==> config.mk <==
export PLATFORM = sky130hd
export DESIGN_NAME = bonus_hit_detector
export DESIGN_NICKNAME = d
export VERILOG_FILES = /design/src/rtl/bonus_hit_detector.sv
export SDC_FILE = /design/constraint.sdc
export NUM_CORES = 1
export LEC_CHECK = 0
export BUFFER_PORTS_ARGS = -buffer_cell sky130_fd_sc_hd__buf_2
export CELL_PAD_IN_SITES_DETAIL_PLACEMENT = 1
export CELL_PAD_IN_SITES_GLOBAL_PLACEMENT = 1
export CORE_UTILIZATION = 34
export DETAILED_ROUTE_END_ITERATION = 10
export GPL_ROUTABILITY_DRIVEN = 0
export PLACE_DENSITY_LB_ADDON = 0.25
export SKIP_LAST_GASP = 1
export SYNTH_ARGS = -nofsm -noshare
export SYNTH_HDL_FRONTEND = slang
export SYNTH_SLANG_ARGS = --single-unit
==> constraint.sdc <==
create_clock -name clk -period 1.56 [get_ports clk]
set_input_delay 0.312 -clock clk [delete_from_list [all_inputs] [get_ports clk]]
set_output_delay 0.312 -clock clk [all_outputs]
set_load 0.01 [all_outputs]
==> src/rtl/bonus_hit_detector.sv <==
// Bonus-ship / player-fire hit detector: one registered hit pulse per frame, shot-indexed award,
// frame-counted explosion window and latched hit coordinates.
module bonus_hit_detector #(
    parameter int SHOT_CYCLE     = 15,
    parameter int SPECIAL_SHOT   = 14,
    parameter int SCORE_SPECIAL  = 300,
    parameter int EXPLODE_FRAMES = 30
) (
    input  logic        clk,
    input  logic        reset,
    input  logic        startOfFrame,
    input  logic        playGame,
    input  logic        fireLaunch,
    input  logic        bonus_ship_DR,
    input  logic        playerFire_DR,
    input  logic [10:0] pixelX,
    input  logic [10:0] pixelY,
    output logic        bonusFireCollision,
    output logic        scoreValid,
    output logic [8:0]  scoreAdd,
    output logic        explodeActive,
    output logic [10:0] hitX,
    output logic [10:0] hitY
);

    localparam int SHOT_W = (SHOT_CYCLE > 4) ? $clog2(SHOT_CYCLE) : 2;
    localparam logic [SHOT_W-1:0] SHOT_LAST   = SHOT_W'(SHOT_CYCLE - 1);
    localparam logic [SHOT_W-1:0] SHOT_SPEC   = SHOT_W'(SPECIAL_SHOT);
    localparam logic [8:0]        AWARD_SPEC  = 9'(SCORE_SPECIAL);
    localparam logic [7:0]        FRAMES_LAST = 8'(EXPLODE_FRAMES);

    typedef enum logic {
        S_IDLE,
        S_EXPLODE
    } state_t;

    state_t             r_state;
    logic               r_frame_hit;
    logic [7:0]         r_frame_cnt;
    logic [SHOT_W-1:0]  r_shot_cnt;
    logic               r_collision;
    logic               r_score_valid;
    logic [8:0]         r_score_add;
    logic [10:0]        r_hit_x;
    logic [10:0]        r_hit_y;

    state_t             w_state_next;
    logic               w_frame_hit_next;
    logic [7:0]         w_frame_cnt_next;
    logic [SHOT_W-1:0]  w_shot_cnt_next;
    logic               w_collision_next;
    logic               w_score_valid_next;
    logic [8:0]         w_score_add_next;
    logic [10:0]        w_hit_x_next;
    logic [10:0]        w_hit_y_next;

    logic               w_overlap;
    logic               w_frame_hit_eff;
    logic               w_hit;
    logic [8:0]         w_award;

    // The frame-start clear is applied before the overlap test so a hit on that cycle counts for the new frame.
    assign w_overlap       = bonus_ship_DR & playerFire_DR & playGame;
    assign w_frame_hit_eff = r_frame_hit & ~startOfFrame;
    assign w_hit           = w_overlap & (r_state == S_IDLE) & ~w_frame_hit_eff;

    always_comb begin
        w_award = 9'd50;
        if (r_shot_cnt == SHOT_SPEC) begin
            w_award = AWARD_SPEC;
        end else begin
            case (r_shot_cnt[1:0])
                2'd0:    w_award = 9'd50;
                2'd1:    w_award = 9'd100;
                2'd2:    w_award = 9'd150;
                default: w_award = 9'd100;
            endcase
        end
    end

    always_comb begin
        w_state_next       = r_state;
        w_frame_cnt_next   = r_frame_cnt;
        w_frame_hit_next   = w_frame_hit_eff | w_hit;
        w_shot_cnt_next    = r_shot_cnt;
        w_collision_next   = w_hit;
        w_score_valid_next = w_hit;
        w_score_add_next   = w_hit ? w_award : 9'd0;
        w_hit_x_next       = w_hit ? pixelX : r_hit_x;
        w_hit_y_next       = w_hit ? pixelY : r_hit_y;

        if (fireLaunch && playGame) begin
            w_shot_cnt_next = (r_shot_cnt == SHOT_LAST) ? '0 : r_shot_cnt + 1'b1;
        end

        case (r_state)
            S_IDLE: begin
                if (w_hit) begin
                    w_state_next     = S_EXPLODE;
                    w_frame_cnt_next = 8'd0;
                end
            end
            S_EXPLODE: begin
                if (r_frame_cnt >= FRAMES_LAST) begin
                    w_state_next     = S_IDLE;
                    w_frame_cnt_next = 8'd0;
                end else if (startOfFrame) begin
                    w_frame_cnt_next = r_frame_cnt + 8'd1;
                end
            end
            default: begin
                w_state_next     = S_IDLE;
                w_frame_cnt_next = 8'd0;
            end
        endcase

        // Leaving the game abandons everything except the last hit position.
        if (!playGame) begin
            w_state_next       = S_IDLE;
            w_frame_cnt_next   = 8'd0;
            w_frame_hit_next   = 1'b0;
            w_shot_cnt_next    = '0;
            w_collision_next   = 1'b0;
            w_score_valid_next = 1'b0;
            w_score_add_next   = 9'd0;
        end
    end

    always_ff @(posedge clk) begin
        if (reset) begin
            r_state       <= S_IDLE;
            r_frame_hit   <= 1'b0;
            r_frame_cnt   <= 8'd0;
            r_shot_cnt    <= '0;
            r_collision   <= 1'b0;
            r_score_valid <= 1'b0;
            r_score_add   <= 9'd0;
            r_hit_x       <= 11'd0;
            r_hit_y       <= 11'd0;
        end else begin
            r_state       <= w_state_next;
            r_frame_hit   <= w_frame_hit_next;
            r_frame_cnt   <= w_frame_cnt_next;
            r_shot_cnt    <= w_shot_cnt_next;
            r_collision   <= w_collision_next;
            r_score_valid <= w_score_valid_next;
            r_score_add   <= w_score_add_next;
            r_hit_x       <= w_hit_x_next;
            r_hit_y       <= w_hit_y_next;
        end
    end

    assign bonusFireCollision = r_collision;
    assign scoreValid         = r_score_valid;
    assign scoreAdd           = r_score_add;
    assign explodeActive      = (r_state == S_EXPLODE);
    assign hitX               = r_hit_x;
    assign hitY               = r_hit_y;

endmodule
==> impl_metrics.json, run 1 <==
{
  "status": "finished clean",
  "fmax_ghz": 0.667,
  "fin_tns_setup_ns": 0,
  "synthArstFlopShare_pct": 0,
  "root_buffer": "clkbuf_8",
  "ir_worst_vdd_uv": 347,
  "yosysWarnings": 0,
  "drcViolationCount": 0,
  "grt_max_degree": 23,
  "track_usage_pct": 16.3,
  "drv_slew": 0,
  "grt_overflow": 0,
  "criticalPathCategory": "reg -> reg",
  "synth_seq_area_share_pct": 51.8,
  "fp.coreArea_mm2": 0.00472,
  "first_iter_violations": 58,
  "grt_pass1_wl_um": 6580,
  "clock_latency_ns": 0.29,
  "synth_area_mm2": 0.00166,
  "multi_input_area_um2": 769,
  "cts_inserted_buffers": 5,
  "power.leakage_nw": 1.00,
  "ant_nets": 0,
  "cp.required_ns": 1.78,
  "rsz0062_at_grt": "no",
  "path_max_fanout": 2,
  "routed_via_density": 4.67,
  "clk_pin_slew_worst_paths_ns": 0.08,
  "period_share_pct": 96.2,
  "grt_pass1_vias": 1462,
  "grtUsageMet3_pct": 3.47,
  "whs_ns": 0.253,
  "fillCellCount": 582,
  "cts_max_path_buffers": 2,
  "antenna_found_initial": 0,
  "num_io_pins": 63,
  "cp-end-kind": "flop",
  "ys.flop_type": "dfxtp_1",
  "setup_slack_ns": 0.0598,
  "syn_area_per_cell_um2": 8.52,
  "htreeDepth": 2,
  "drt-total-wl_um": 4260,
  "dp_slack_ns": -0.0260,
  "grt_use_met2_pct": 27.3,
  "fin_nets": 293,
  "dpl.hpwl_um": 2930,
  "n_antenna_cell": 0,
  "cts_tree": "built",
  "worst_clock_skew_ns": 0.00994,
  "grt.busiest_layer": "met2",
  "ys_types": 36,
  "p_per_area_mw_per_mm2": 910,
  "finalHoldViolCount": 0,
  "areaGrowthSynthToFinish_pct": 33.1,
  "synthCells": 195,
  "met1_usage_pct": 19.9,
  "cp-start-kind": "flop",
  "seqCellArea_um2": 861,
  "die_x_um": 71.9,
  "maxCapViolCount": 0,
  "die_area_mm2": 0.00517,
  "wl_per_cell_um": 12.9,
  "maxSlewHeadroom_pct": 60.9,
  "die_h_um": 71.9,
  "setup_violations": 0,
  "tightestPinTransition_ns": 0.580,
  "drive_above_1_share_pct": 33.6,
  "io_buffers": 61,
  "start_util_pct": 35.2,
  "hold_buffers": 0,
  "hold_class": "in -> reg",
  "synth_nets": 226,
  "rows": 25,
  "min_period_ns": 1.50,
  "synth_edf_count": 0,
  "clock-sinks": 43,
  "first_pass_iters": 4,
  "synth-seq-cells": 43,
  "cp.arrival_ns": 1.72,
  "vias": 1538
}
where the power goes:
part	leakage (nW)	internal, mW	total, mW	switching, mW
clock network	0.0470	0.347	0.701	0.353
registers	0.348	1.12	1.13	0.0132
logic	0.607	0.0781	0.179	0.101
state kept, by name, summed over array words and instances (netlist names):
register / flops
hitX: 11
hitY: 11
r_frame_cnt: 8
scoreAdd: 6
r_shot_cnt: 4
explodeActive: 1
r_frame_hit: 1
scoreValid: 1
through the flow:
step | power, mW | std cells | util [%] | cell area [um2]
after floorplan | 1.25 | 195 | - | 1660
after global placement | 1.33 | 321 | 43.6 | 2060
after detailed placement | 1.33 | 321 | 43.6 | 2060
after CTS | 2.04 | 328 | 45.6 | 2160
after global routing | 2.10 | 329 | 46.8 | 2210
final | 2.01 | 329 | 46.8 | 2210
critical path: stages (launching register included):
cell,delay (ns)
dfxtp_1,0.33
inv_1,0.05
ha_1,0.23
o2111ai_4,0.24
nand3_2,0.15
buf_4,0.17
nand2_1,0.07
mux2i_1,0.19
path summary, 6_finish.rpt:
kind	from	to	slack (ns)	depth (start not counted)
min reg2reg	hitX[3]$_SDFFE_PP0P_	hitX[3]$_SDFFE_PP0P_	0.46	2
max	r_frame_cnt[0]$_SDFFE_PP0P_	r_frame_cnt[1]$_SDFFE_PP0P_	0.06	7
min	pixelX[7]	hitX[7]$_SDFFE_PP0P_	0.25	3
max reg2reg	r_frame_cnt[0]$_SDFFE_PP0P_	r_frame_cnt[1]$_SDFFE_PP0P_	0.06	7
cell usage in the layout, fill, tap and decap left out, types with 2 or more instances in the layout:
master	instances
and2_1	5
nor3_1	3
o21ai_0	2
nand3_1	4
buf_2	61
clkbuf_8	6
a21oi_1	28
buf_4	11
ha_1	2
nor2_1	7
inv_1	6
nand2_1	51
nor2b_1	2
dfxtp_1	43
nand3b_1	2
and3_1	2
nand2b_1	3
a211o_1	2
nor3b_1	2
nor4_2	2
area by class of cell:
cell class                 count  share of cell area, %
multi-input combinational    134                   34.8
tap                           67                   3.79
timing repair buffer          72                   17.5
sequential                    43                   38.9
inverter                       6                   1.02
clock buffer                   6                   3.73
clock inverter                 1                  0.226
routing by layer:
| metal | share of wire, % | routed length, um | up-vias |
|---|---|---|---|
| li1 | - | - | 775 |
| met1 | 43 | 1840 | 718 |
| met2 | 51 | 2170 | 38 |
| met3 | 3.8 | 163 | 7 |
| met4 | 2.1 | 90 | 0 |
| met5 | 0 | 0 | - |
cell usage after synthesis (all sizes together) (2+ instances only):
cell type	count	area share, %
ha	2	1.5
o21ai	2	0.60
a21oi	29	9.0
nand2	51	12
nor3	4	1.5
nor2	7	1.6
inv	6	1.4
nand3	6	2.1
buf	8	3.0
and2	5	1.9
and3	2	0.75
nand2b	3	1.1
nor2b	2	0.75
nor3b	2	0.90
clkbuf	4	0.90
dfxtp	43	52
a211o	2	1.1
nand3b	2	0.90
nor4	2	0.75
cells by family after synthesis:
family / share of synthesized area, %
AND/OR/NAND/NOR: 26.0
multiplexers: 0.602
buffers and inverters: 5.27
flip-flops: 51.8
AO/OA/AOI/OAI: 14.6
other: 0.226
adder cells (fa/ha/maj): 1.51
repair_timing:
action,CTS,global route
endpoints found under the setup margin,1,8
setup buffers,0,1
pin swaps,0,2
resized for setup,1,7
(Power assumes the default switching activity.)
==> run 2: changes to the inputs <==
--- a/config.mk
+++ b/config.mk
@@ -8,7 +8,9 @@
 export BUFFER_PORTS_ARGS = -buffer_cell sky130_fd_sc_hd__buf_2
 export CELL_PAD_IN_SITES_DETAIL_PLACEMENT = 1
 export CELL_PAD_IN_SITES_GLOBAL_PLACEMENT = 1
-export CORE_UTILIZATION = 34
+export CORE_ASPECT_RATIO = 0.7
+export CORE_UTILIZATION = 35
+export CTS_BUF_LIST = sky130_fd_sc_hd__clkbuf_4 sky130_fd_sc_hd__clkbuf_8
 export DETAILED_ROUTE_END_ITERATION = 10
 export GPL_ROUTABILITY_DRIVEN = 0
 export PLACE_DENSITY_LB_ADDON = 0.25
==> run 2 against run 1 <==
Effect of this change:
- the run now ends with DRC left
- clock power about the same
- register-to-register slack worse by 0.02 ns
- utilization up 3.3 points
- cell count down 4.3%
- via count up 0.72%
- die area down 2.7%
- total power about the same
- sequential cell count unchanged
- highest routed layer unchanged
==> impl_metrics.json, run 2 (synthesis gave the netlist of run 1 again) <==
{
  "status": "complete, but fails checks",
  "violations": "DRC",
  "grt_max_degree": 23,
  "seqPwrFrac_pct": 56.3,
  "slowest_stage": "dfxtp_2",
  "cp_top_family": "compound AO/OA/AOI/OAI gates",
  "rr_worst_depth": 6,
  "min_period_ns": 1.52,
  "cp-end-kind": "flop",
  "ir_worst_vdd_uv": 421,
  "drv_slew": 0,
  "mostFrequentLayoutCells": "buf_2, nand2_1, dfxtp_1",
  "first_iter_violations": 42,
  "worst_clock_skew_ns": 0.00565,
  "drcViolationCount": 4,
  "cp.required_ns": 1.78,
  "cts_max_path_buffers": 2,
  "holdPathEnd": "hitX[10]$_SDFFE_PP0P_",
  "grt_overflow": 0,
  "p_sw_uw": 465,
  "p_sw_share_pct": 23.1,
  "hold_class": "in -> reg",
  "die_h_um": 59.6,
  "routed_via_density": 4.92,
  "drive_above_1_share_pct": 34.2,
  "clk_pin_slew_worst_paths_ns": 0.08,
  "grt_pass1_vias": 1518,
  "drt-total-wl_um": 4300,
  "final_common_cell": "buf_2",
  "start_util_pct": 37.3,
  "clkPwrFrac_pct": 34.6,
  "period_share_pct": 97.6,
  "wl_per_cell_um": 13.7,
  "r2r-start": "r_frame_cnt[0]$_SDFFE_PP0P_",
  "comb_power_share_pct": 9.0,
  "grt_pass1_wl_um": 6600,
  "p_int_mw": 1.55,
  "root_buffer": "clkbuf_8",
  "reg2reg_to": "r_frame_cnt[4]$_SDFFE_PP0P_",
  "n_antenna_cell": 0,
  "clock-sinks": 43,
  "finalHoldViolCount": 0,
  "power.leakage_nw": 1.00,
  "first_pass_iters": 7,
  "fp.coreArea_mm2": 0.00445,
  "dpl.hpwl_um": 2930,
  "hold_path_depth": 3,
  "path_max_fanout": 8,
  "track_usage_pct": 17.0,
  "totalPowerFinal_mw": 2.01,
  "io_buffers": 61,
  "clock_latency_ns": 0.29,
  "criticalPathCategory": "reg -> reg",
  "vias": 1549,
  "crit_cells": 6,
  "setup_violations": 0,
  "cts_tree": "built",
  "p_per_area_mw_per_mm2": 902,
  "finalCoreUtilization_pct": 50.1,
  "cts_inserted_buffers": 5,
  "rrSetupSlack_ns": 0.04,
  "fmax_ghz": 0.657,
  "ant_nets": 0,
  "num_io_pins": 63,
  "antenna_found_initial": 0,
  "cp_cell_sequence": "inv_1 > ha_1 > o2111ai_4 > nand3_4 > a41oi_2 > a2bb2oi_2",
  "die_area_mm2": 0.00503,
  "rows": 20,
  "whs_ns": 0.256,
  "max_stage_delay_ns": 0.33,
  "cp.arrival_ns": 1.74,
  "hold_path_startpoint": "pixelX[10]",
  "die_x_um": 84.4,
  "crit_buf_inv": 1,
  "hold_buffers": 0,
  "fin_nets": 291,
  "cp-start-kind": "flop",
  "areaGrowthSynthToFinish_pct": 34.4,
  "htreeDepth": 2,
  "maxCapViolCount": 0
}
run 2: worst max path at each step:
stage / endpoint / slack, ns / from
3_3_place_gp: r_frame_cnt[4]$_SDFFE_PP0P_ / 0.06 / r_frame_cnt[0]$_SDFFE_PP0P_
3_5_place_dp: r_frame_cnt[4]$_SDFFE_PP0P_ / 0.006 / r_frame_cnt[0]$_SDFFE_PP0P_
2_1_floorplan: r_frame_cnt[4]$_SDFFE_PP0P_ / 0.12 / r_frame_cnt[0]$_SDFFE_PP0P_
6_report: r_frame_cnt[4]$_SDFFE_PP0P_ / 0.04 / r_frame_cnt[0]$_SDFFE_PP0P_
5_1_grt: r_frame_cnt[4]$_SDFFE_PP0P_ / -0.04 / r_frame_cnt[0]$_SDFFE_PP0P_
4_1_cts: r_frame_cnt[4]$_SDFFE_PP0P_ / 0.02 / r_frame_cnt[0]$_SDFFE_PP0P_
run 2: stage by stage:
stage	instance area [um2]	TNS [ns]	std cells	setup WS, ns
after floorplan	1660	0	195	0.120
after detailed placement	2040	0	307	0.00606
after global placement	2040	0	307	0.0641
after CTS	2140	0	314	0.0235
after global routing	2230	-0.0542	315	-0.0448
final	2230	0	315	0.0382
run 2: cell type report:
type / count / area (um2)
Tap cell: 55 / 68.8
Clock buffer: 6 / 82.6
Timing Repair Buffer: 70 / 385
Sequential cell: 43 / 862
Multi-Input combinational cell: 134 / 807
Fill cell: 548 / 2220
Inverter: 6 / 22.5
Clock inverter: 1 / 5.00
run 2: worst register-to-register path, cell delays in order (launching register included):
cell,delay (ns)
dfxtp_2,0.33
inv_1,0.04
ha_1,0.22
o2111ai_4,0.27
nand3_4,0.20
a41oi_2,0.24
a2bb2oi_2,0.16
run 2: power by group through the flow:
stage / clock network, mW / logic, mW / registers, mW
2_1_floorplan: 0 / 0.0762 / 1.17
3_3_place_gp: 0 / 0.172 / 1.16
3_5_place_dp: 0 / 0.174 / 1.16
4_1_cts: 0.730 / 0.177 / 1.13
5_1_grt: 0.774 / 0.203 / 1.14
6_report: 0.698 / 0.182 / 1.13
run 2: layer usage:
metal | global-route usage [%] | part of all wire (%)
met2 | 29.7 | 49
met1 | 20.1 | 44
met5 | 0 | 0
met4 | 5.08 | 1.0
met3 | 5.85 | 6.1
run 2: repair_timing:
action | CTS | global route
setup buffers | 0 | 1
pin swaps | 1 | 4
setup endpoints to repair | 1 | 8
resized for setup | 1 | 13
cloned | 0 | 0
==> run 3: changes to the inputs <==
--- a/config.mk
+++ b/config.mk
@@ -13,7 +13,10 @@
 export CTS_BUF_LIST = sky130_fd_sc_hd__clkbuf_4 sky130_fd_sc_hd__clkbuf_8
 export DETAILED_ROUTE_END_ITERATION = 10
 export GPL_ROUTABILITY_DRIVEN = 0
+export MAX_ROUTING_LAYER = met4
 export PLACE_DENSITY_LB_ADDON = 0.25
+export RECOVER_POWER = 50
+export SKIP_CTS_REPAIR_TIMING = 1
 export SKIP_LAST_GASP = 1
 export SYNTH_ARGS = -nofsm -noshare
 export SYNTH_HDL_FRONTEND = slang
==> run 3 against run 2 <==
Effect of this change:
- the run still ends with DRC left
- utilization fell by 1.9 points
- global-route usage rose by 0.56 points
- final area fell by 3.7%
- fmax rose by 1.1%
- clock-buffer cell count did not move
- critical path type unchanged
- register-to-register slack improved by 0.02 ns
- largest cell class unchanged
- first-iteration DRC count did not move
- highest routed layer unchanged
- sequential share of layout area rose by 1.4 points
- largest power group unchanged
- routed wire length fell by 1.2%
==> impl_metrics.json, run 3 (synthesis gave the netlist of run 1 again) <==
{
  "p_sw_share_pct": 23.2,
  "cp_cell_sequence": "inv_1 > ha_1 > o2111ai_4 > nand3_4 > a41oi_1 > a2bb2oi_2",
  "die_x_um": 84.4,
  "final_common_cell": "nand2_1",
  "clock-sinks": 43,
  "drive_above_1_share_pct": 20.3,
  "n_antenna_cell": 0,
  "path_max_fanout": 8,
  "first_pass_iters": 7,
  "p_int_mw": 1.54,
  "fin_area_mm2": 0.00215,
  "cts_tree": "built",
  "drcViolationCount": 2,
  "areaGrowthSynthToFinish_pct": 29.4,
  "worst_clock_skew_ns": 0.00539,
  "cp_top_family": "compound AO/OA/AOI/OAI gates",
  "maxCapViolCount": 0,
  "hold_class": "in -> reg",
  "violations": "DRC",
  "clk_pin_slew_worst_paths_ns": 0.08,
  "crit_buf_inv": 1,
  "setup_violations": 0,
  "clock_latency_ns": 0.29,
  "wl_per_cell_um": 13.4,
  "dpl.hpwl_um": 2930,
  "ant_nets": 0,
  "comb_power_share_pct": 8.6,
  "whs_ns": 0.254,
  "num_io_pins": 63,
  "grt_overflow": 0,
  "routed_via_density": 4.86,
  "die_h_um": 59.6,
  "antenna_found_initial": 0,
  "cts_inserted_buffers": 5,
  "seqPwrFrac_pct": 56.5,
  "cp.arrival_ns": 1.72,
  "cp-start-kind": "flop",
  "mostFrequentLayoutCells": "nand2_1, dfxtp_1, clkbuf_1",
  "fin_tns_setup_ns": 0,
  "criticalPathCategory": "reg -> reg",
  "slowest_stage": "dfxtp_1",
  "status": "complete, but fails checks",
  "htreeDepth": 2,
  "clkPwrFrac_pct": 34.9,
  "finalHoldViolCount": 0,
  "root_buffer": "clkbuf_8",
  "rows": 20,
  "power.leakage_nw": 0.863,
  "totalPowerFinal_mw": 2.01,
  "fin_nets": 292,
  "fmax_ghz": 0.664,
  "period_share_pct": 96.5,
  "fp.coreArea_mm2": 0.00445,
  "drv_slew": 0,
  "track_usage_pct": 17.5,
  "fillCellCount": 571,
  "first_iter_violations": 42,
  "vias": 1536,
  "grt_pass1_vias": 1520,
  "drt-total-wl_um": 4250,
  "io_buffers": 61,
  "grt_max_degree": 23,
  "start_util_pct": 37.3,
  "cts_max_path_buffers": 2,
  "cp-end-kind": "flop",
  "min_period_ns": 1.51,
  "cp.required_ns": 1.78,
  "die_area_mm2": 0.00503,
  "p_per_area_mw_per_mm2": 934,
  "ir_worst_vdd_uv": 427,
  "max_stage_delay_ns": 0.33,
  "grt_pass1_wl_um": 6610,
  "p_sw_uw": 466,
  "placed_area_mm2": 0.00204
}
-- run 3: changes by cell type in the layout (fill, tap and decap cells not counted), sizes merged --
cell,previous run,this run
clkbuf,6,38
buf,70,39
-- run 3: worst paths after layout --
path / startpoint / to / slack (ns) / cells past startpoint
setup / recovery: r_frame_cnt[0]$_SDFFE_PP0P_ / r_frame_cnt[4]$_SDFFE_PP0P_ / 0.05 / 6
hold / removal: pixelX[1] / hitX[1]$_SDFFE_PP0P_ / 0.25 / 3
setup reg to reg: r_frame_cnt[0]$_SDFFE_PP0P_ / r_frame_cnt[4]$_SDFFE_PP0P_ / 0.05 / 6
hold reg to reg: hitY[3]$_SDFFE_PP0P_ / hitY[3]$_SDFFE_PP0P_ / 0.46 / 2
-- run 3: through the flow --
stage / setup WS [ns] / instances / util [%]
floorplan: 0.120 / 195 / -
global placement: 0.0641 / 307 / 45.9
global route: -0.0542 / 316 / 48.3
detailed placement: 0.00606 / 307 / 45.9
CTS: -0.0343 / 314 / 47.8
finish: 0.0541 / 316 / 48.3
-- run 3: final cells by class --
cell class              instances  area [um2]  area share [%]
repair buffers                 71         353            16.4
clock inverters                 1        5.00           0.233
flip-flops and latches         43         861            40.0
inverters                       6        22.5            1.05
clock buffers                   6        82.6            3.84
multi-input cells             134         758            35.3
well taps                      55        68.8            3.20
-- run 3: power by group through the flow --
stage / clock (mW) / sequential [mW] / combinational, mW
floorplan: 0 / 1.17 / 0.0762
global placement: 0 / 1.16 / 0.172
detailed placement: 0 / 1.16 / 0.174
CTS: 0.730 / 1.13 / 0.175
global route: 0.779 / 1.14 / 0.194
finish: 0.701 / 1.14 / 0.173
-- run 3: worst min-delay path: cells and delay by family --
kind | cells | cell delay [ns]
AO/OA/AOI/OAI | 1 | 0.05
buffers and inverters | 1 | 0.09
AND/OR/NAND/NOR | 1 | 0.04
-- run 3: metal layers --
metal  GRT usage, %  vias up  part of all wire (%)
li1               -      776                     -
met1           20.8      720                    46
met2           29.9       38                    50
met3           4.74        2                   4.2
met4           5.08        0                  0.35
met5              -        -                     0
